### src/rtl/prio_decoder_strobe.sv
// Registered binary-to-one-hot decoder. Each accepted code is held on dec_out for DWELL cycles.
// Define PRIO_DECODER_ACTIVE_LOW_EN to drive dec_out active-low, e.g. for common-anode LEDs.
module prio_decoder_strobe #(
  parameter  int WIDTH = 64,
  parameter  int DWELL = 16,
  localparam int IDXW  = (WIDTH > 1) ? $clog2(WIDTH) : 1
) (
  input  logic             clk,
  input  logic             rst_n,
  input  logic             in_valid,
  output logic             in_ready,
  input  logic [IDXW-1:0]  in_index,
  input  logic             in_en,
  output logic [WIDTH-1:0] dec_out,
  output logic             busy,
  output logic             done,
  output logic             range_err
);

  localparam int             CW       = (DWELL > 1) ? $clog2(DWELL) : 1;
  localparam logic [CW-1:0]  CNT_LAST = CW'(DWELL - 1);
  localparam logic [IDXW:0]  WIDTH_L  = (IDXW + 1)'(WIDTH);

  typedef enum logic {IDLE, HOLD} state_t;

  state_t             state_q, state_d;
  logic [CW-1:0]      cnt_q, cnt_d;
  logic [WIDTH-1:0]   dec_q, dec_d;
  logic               range_err_q, range_err_d;

  logic               last;
  logic               accept;
  logic               oob;
  logic [WIDTH-1:0]   code;

  assign last     = (state_q == HOLD) && (cnt_q == CNT_LAST);
  assign in_ready = (state_q == IDLE) || last;
  assign accept   = in_valid && in_ready;
  assign oob      = in_en && ({1'b0, in_index} >= WIDTH_L);

  // Out-of-range indices match no line, so they decode to blank naturally.
  always_comb begin
    code = '0;
    for (int i = 0; i < WIDTH; i++) begin
      if (in_en && (in_index == IDXW'(i))) code[i] = 1'b1;
    end
  end

  always_comb begin
    state_d     = state_q;
    cnt_d       = cnt_q;
    dec_d       = dec_q;
    range_err_d = range_err_q;
    if (accept) begin
      state_d = HOLD;
      cnt_d   = '0;
      dec_d   = code;
      if (oob) range_err_d = 1'b1;
    end else if (state_q == HOLD) begin
      if (last) begin
        state_d = IDLE;
        cnt_d   = '0;
        dec_d   = '0;
      end else begin
        cnt_d = cnt_q + 1'b1;
      end
    end
  end

  always_ff @(posedge clk or negedge rst_n) begin
    if (!rst_n) begin
      state_q     <= IDLE;
      cnt_q       <= '0;
      dec_q       <= '0;
      range_err_q <= 1'b0;
    end else begin
      state_q     <= state_d;
      cnt_q       <= cnt_d;
      dec_q       <= dec_d;
      range_err_q <= range_err_d;
    end
  end

  assign busy      = (state_q == HOLD);
  assign done      = last;
  assign range_err = range_err_q;

`ifdef PRIO_DECODER_ACTIVE_LOW_EN
  assign dec_out = ~dec_q;
`else
  assign dec_out = dec_q;
`endif

endmodule
### config.mk
export PLATFORM = sky130hd
export DESIGN_NAME = prio_decoder_strobe
export DESIGN_NICKNAME = d
export VERILOG_FILES = /design/src/rtl/prio_decoder_strobe.sv
export SDC_FILE = /design/constraint.sdc
export NUM_CORES = 1
export LEC_CHECK = 0
export BUFFER_PORTS_ARGS = -buffer_cell sky130_fd_sc_hd__buf_2
export CAP_MARGIN = 5
export CORE_MARGIN = 5
export CORE_UTILIZATION = 35
export CTS_BUF_LIST = sky130_fd_sc_hd__clkbuf_8
export CTS_CLUSTER_DIAMETER = 150
export CTS_CLUSTER_SIZE = 28
export DETAILED_ROUTE_END_ITERATION = 12
export SYNTH_ARGS = -nofsm -noshare
export SYNTH_HDL_FRONTEND = slang
export SYNTH_SLANG_ARGS = --single-unit
export TNS_END_PERCENT = 30
### constraint.sdc
create_clock -name clk -period 2.7 [get_ports clk]
set_input_delay 0.135 -clock clk [delete_from_list [all_inputs] [get_ports clk]]
set_output_delay 0.135 -clock clk [all_outputs]
set_load 0.02 [all_outputs]
# [Word level (Yosys, flattened, before mapping)]
# Cells that the tools add are included.
[op_classes] addsub=1 n_mux=73 n_eq_ne=64 n_bitwise=1 n_reduce_logical=71
[ops] cell="$eq 6x6->1 const B" n=32
[ops] cell="$mux 64" n=3
[ops] cell="$eq 6x5->1 const B" n=16
[ops] cell="$mux 1" n=67
[ops] cell="$logic_and 1x1->1" n=66
[ops] cell="$eq 6x4->1 const B" n=8
[ops] cell="$eq 6x3->1 const B" n=4
[ops] cell="$eq 6x2->1 const B" n=2
[ops] cell="$mux 4" n=3
[ops] cell="$eq 6x1->1 const B" n=1
[ops] cell="$logic_not 6->1" n=1
[ops] cell="$add 4x1->4 const B" n=1
[ops] cell="$eq 4x4->1 const B" n=1
[ops] cell="$reduce_bool 2->1" n=2
[ops] cell="$reduce_and 2->1" n=1
[ops] cell="$logic_or 1x1->1" n=1
[ops] cell="$not 1->1" n=1
[word_totals] regBits=69 wordCells=213 in_bits=10

# [Longest topological paths before layout]
[logic_depth] ltp_word=6 depth_mapped=6

# [Worst setup path after synthesis]
# No wires, ideal clock.
[synth_path] kind="reg2reg" from="register cnt_q[0]" to="register dec_q[12] (netlist: dec_out[12])" path_buffers=1 required_time_ns=2.633 synth_period_minus_slack_ns=1.660 setup_slack_ns=1.040 arrival_time_ns=1.593 path_stages_with_launch=6 path_cell_list="dfrtp_1 > ha_1 > nand3_4 > a2111oi_4 > buf_6 > a22o_1"
[synth_between] elab_chain_cells=6 word_cells_on_any_way=8 cone_classes="eq/ne (1); mux (1); reduce/logical (6)"
[synth_rtl] element="from (decl)" line_no="27" rtl="logic [CW-1:0] cnt_q, cnt_d;"
[synth_rtl] element="from (signal assigned)" line_no="78" rtl="cnt_q <= cnt_d;"
[synth_rtl] element="$eq 4x4->1 *" line_no="36" rtl="assign last = (state_q == HOLD) && (cnt_q == CNT_LAST);"
[synth_rtl] element="$logic_and 1x1->1 *" line_no="36"
[synth_rtl] element="$logic_or 1x1->1" line_no="37" rtl="assign in_ready = (state_q == IDLE) || last;"
[synth_rtl] element="$logic_and 1x1->1" line_no="38" rtl="assign accept = in_valid && in_ready;"
[synth_rtl] element="$reduce_bool 2->1 (no line)"
[synth_rtl] element="$reduce_and 2->1 (no line)"
[synth_rtl] element="to (signal assigned)" line_no="74" rtl="dec_q <= '0;"
[synth_rtl] element="to (signal assigned)" line_no="79" rtl="dec_q <= dec_d;"
[synth_rtl] element="to (decl)" line_no="28" rtl="logic [WIDTH-1:0] dec_q, dec_d;"
# Mark *: on every way between the ends. The rest lies on a longest branch, timed or not.
# A chain may end at the register's enable or synchronous reset.

# [Worst setup path after layout]
[layout_path] from="register cnt_q[0]" to="register dec_q[19] (netlist: dec_out[19])"
# Same word-level chain as after synthesis.

==> flow_summary.toml <==
[drt]
first_pass_iters = 4
antenna_left = 0
wirelength_mm = 6.780
drt-initial-drc-count = 111
avgRoutedWirePerCell_um = 17.56
drt-vias-per-instance = 5.117
vias = 1975
drc = 0

[status]
status = "completed"

[setup_path]
crit_start = "cnt_q[0]"
cp.depth = 5
critPathMaxStageDelay_ns = 0.49
cp-start-kind = "flip-flop"
reg2reg_to = "dec_out[19]"
crit_end = "dec_out[19]"
path_buf_inv = 1
critPathKind = "flip-flop to flip-flop"
ff2ff_setup_slack_ns = 0.70
critical_path.slowest_cell = "a21boi_4"
cp-end-kind = "flip-flop"
critical-path-top-delay-family = "compound AO/OA/AOI/OAI gates"
reg2reg_depth = 5
cp_cell_sequence = "ha_1 -> nand4_1 -> a21boi_4 -> buf_4 -> a22o_1"
worstPathRequired_ns = 2.97
arrival_ns = 2.27
path_max_fanout = 28
r2r-start = "cnt_q[0]"

[yosys]
netlist_area_sq_mm = 0.002714
ys_seq_area_share_pct = 63.62
yosysTopAreaCellShare_pct = 63.62
synth_edf_count = 0
synth_compound_area_share_pct = 25.17
synth_fa_ha_area_share_pct = 0.4610
synth_top_family_by_area = "compound AO/OA/AOI/OAI gates"
synth_most_common_cell = "dfrtp_1"
synth_seq_cells = 69
yosysWarnings = 0
synth_area_leaders = "dfrtp_1 64%, a22o_1 21%, a2111oi_4 2.0%"
yosysTopAreaCell = "dfrtp_1"
synth_mux_area_share_pct = 0.3688
synth_ff_type = "dfrtp_1"
synth-simple-area-share_pct = 6.316
synth_xor_area_share_pct = 0.3227
syn_inst = 199
synth_common_cells = "69 x dfrtp_1, 64 x a22o_1, 10 x nor2_1, 9 x buf_2, 7 x nand2_1"
avgSynthCellArea_sq_um = 13.64
syn_nets = 210
synthArstFlopShare_pct = 100.0
synth_cell_type_count = 24

[final_layout]
nNetsFinal = 292
layout-drive-gt1-share_pct = 35.56
diodes = 0
syn_to_final_growth_pct = 25.50
fillCellCount = 720
fin_area_sq_mm = 0.003406

[power_and_ir_drop]
seqPwrFrac_pct = 48.9
p_clk_share_pct = 32.1
switching_share_pct = 30.13
fin_total_pwr_mw = 2.443
intPower_mw = 1.707
power.leakage_nw = 1.837
power_density_mw_per_mm2 = 717.3
ir_worst_vdd_uv = 288.8
p_comb_share_pct = 19.0
p_sw_mw = 0.7360

[clock_tree]
cts-root-buf = "clkbuf_8"
cts.sink_count = 69
clkSlewWorstSetupHoldPaths_ns = 0.06
htree_num_levels = 3
numCtsBuffers = 9
max-clock-path-buffers = 2
cts_tree = "yes"
cts_resized = 0
clkLatencyLatePin_ns = 0.34

[sta]
fin_crit_ns = 1.995
finalSetupViolations = 0
fin_setup_tns_ns = 0
slew_violations = 0
rsz0062_at_grt = "no"
holdWs_ns = 0.1113
finalClockSkew_ns = 0.006984
slew_headroom_pct = 48.64
fmaxAchievable_mhz = 501.2
tightest_slew_ns = 0.7633
hold_viol_final = 0
fin_crit_sh_pct = 73.90

[job]
cap_violations = 0

[floorplan]
die_h_um = 98.06
die_area_sq_mm = 0.009615
io_pins = 78
row_count = 32
die_w_um = 98.06
fp.coreArea_sq_mm = 0.007647
initial_core_util_pct = 35.49

[global_routing]
grt_pass1_vias = 1958
antenna_found_initial = 0
grt_max_degree = 37
grt_usage_pct = 14.78
grt_overflow_total = 0
grt_pass1_wl_mm = 11.02

[place]
dpl-instance-area_sq_mm = 0.003216
port_buffers = 76
place.gp.congestion = 0.8301
hpwl_mm = 4.772

[min_path]
hold_class = "primary input to flip-flop"
[flip-flops by register name (all words and copies together), names as in the netlist]
name,cells
cnt_q,4
dec_out,64
busy,1
[logic make-up (layout without fill, tap and decap cells)]
kind of cell	Yosys count	in the layout
compound gates	75	75
flops	69	69
simple gates	34	34
buf+inv	17	102
fa+ha+maj	1	1
other cells	1	1
xor+xnor	1	1
mux	1	1
[cell type report]
type / instances / area [sq um] / area share, %
clock inverter: 4 / 42.54 / 1.249
tap: 102 / 127.6 / 3.747
timing repair buffer: 84 / 455.4 / 13.37
clock buffer: 10 / 137.6 / 4.041
multi-input combinational: 113 / 900.9 / 26.45
sequential: 69 / 1727 / 50.70
inverter: 4 / 15.01 / 0.4409
[power by group through the flow]
stage / combinational, mW / clock, mW / sequential [mW]
floorplan: 0.275 / 0 / 1.25
global placement: 0.466 / 0 / 1.21
detailed placement: 0.473 / 0 / 1.21
CTS: 0.472 / 0.799 / 1.19
global route: 0.517 / 0.852 / 1.20
finish: 0.464 / 0.785 / 1.19
[layer usage]
layer	vias up	GRT usage [%]	part of all wire (%)	wire length, um
met5	-	0	0	0
met4	0	5.751	1.9	127
met3	11	4.000	4.4	298
met2	52	21.62	46	3085
met1	994	20.93	48	3269
li1	918	-	-	-
[layout by cell type (no fill, tap or decap), drive strengths merged, types with 2 or more instances in the layout]
cell / count
inv: 6
a22o: 64
clkbuf: 10
buf: 83
nand2b: 5
nand4: 2
nand3: 3
o21ai: 3
dfrtp: 69
nand2: 7
a2111oi: 2
a211oi: 2
nor3: 6
nor2: 10
o211ai: 2
[how the worst min path moves through the flow]
stage	startpoint	to	slack, ns	cells past startpoint
2_1_floorplan	rst_n	busy	-0.16	0
3_3_place_gp	rst_n	busy	0.25	1
3_5_place_dp	rst_n	busy	0.26	1
4_1_cts	in_valid	busy	0.11	2
5_1_grt	in_valid	busy	0.14	2
6_report	in_valid	busy	0.11	2
[metrics by stage]
step / setup WS, ns / utilization [%] / cells
floorplan: 1.040 / - / 199
global placement: 0.7677 / 42.05 / 371
detailed placement: 0.7234 / 42.05 / 371
CTS: 0.7091 / 44.54 / 386
global route: 0.5777 / 44.54 / 386
finish: 0.7048 / 44.54 / 386
[what timing repair did]
item                      CTS  global route
hold endpoints to repair   33             0
buffers inserted            0             0
hold buffers                1             0
Power figures use the tool's default switching activity.
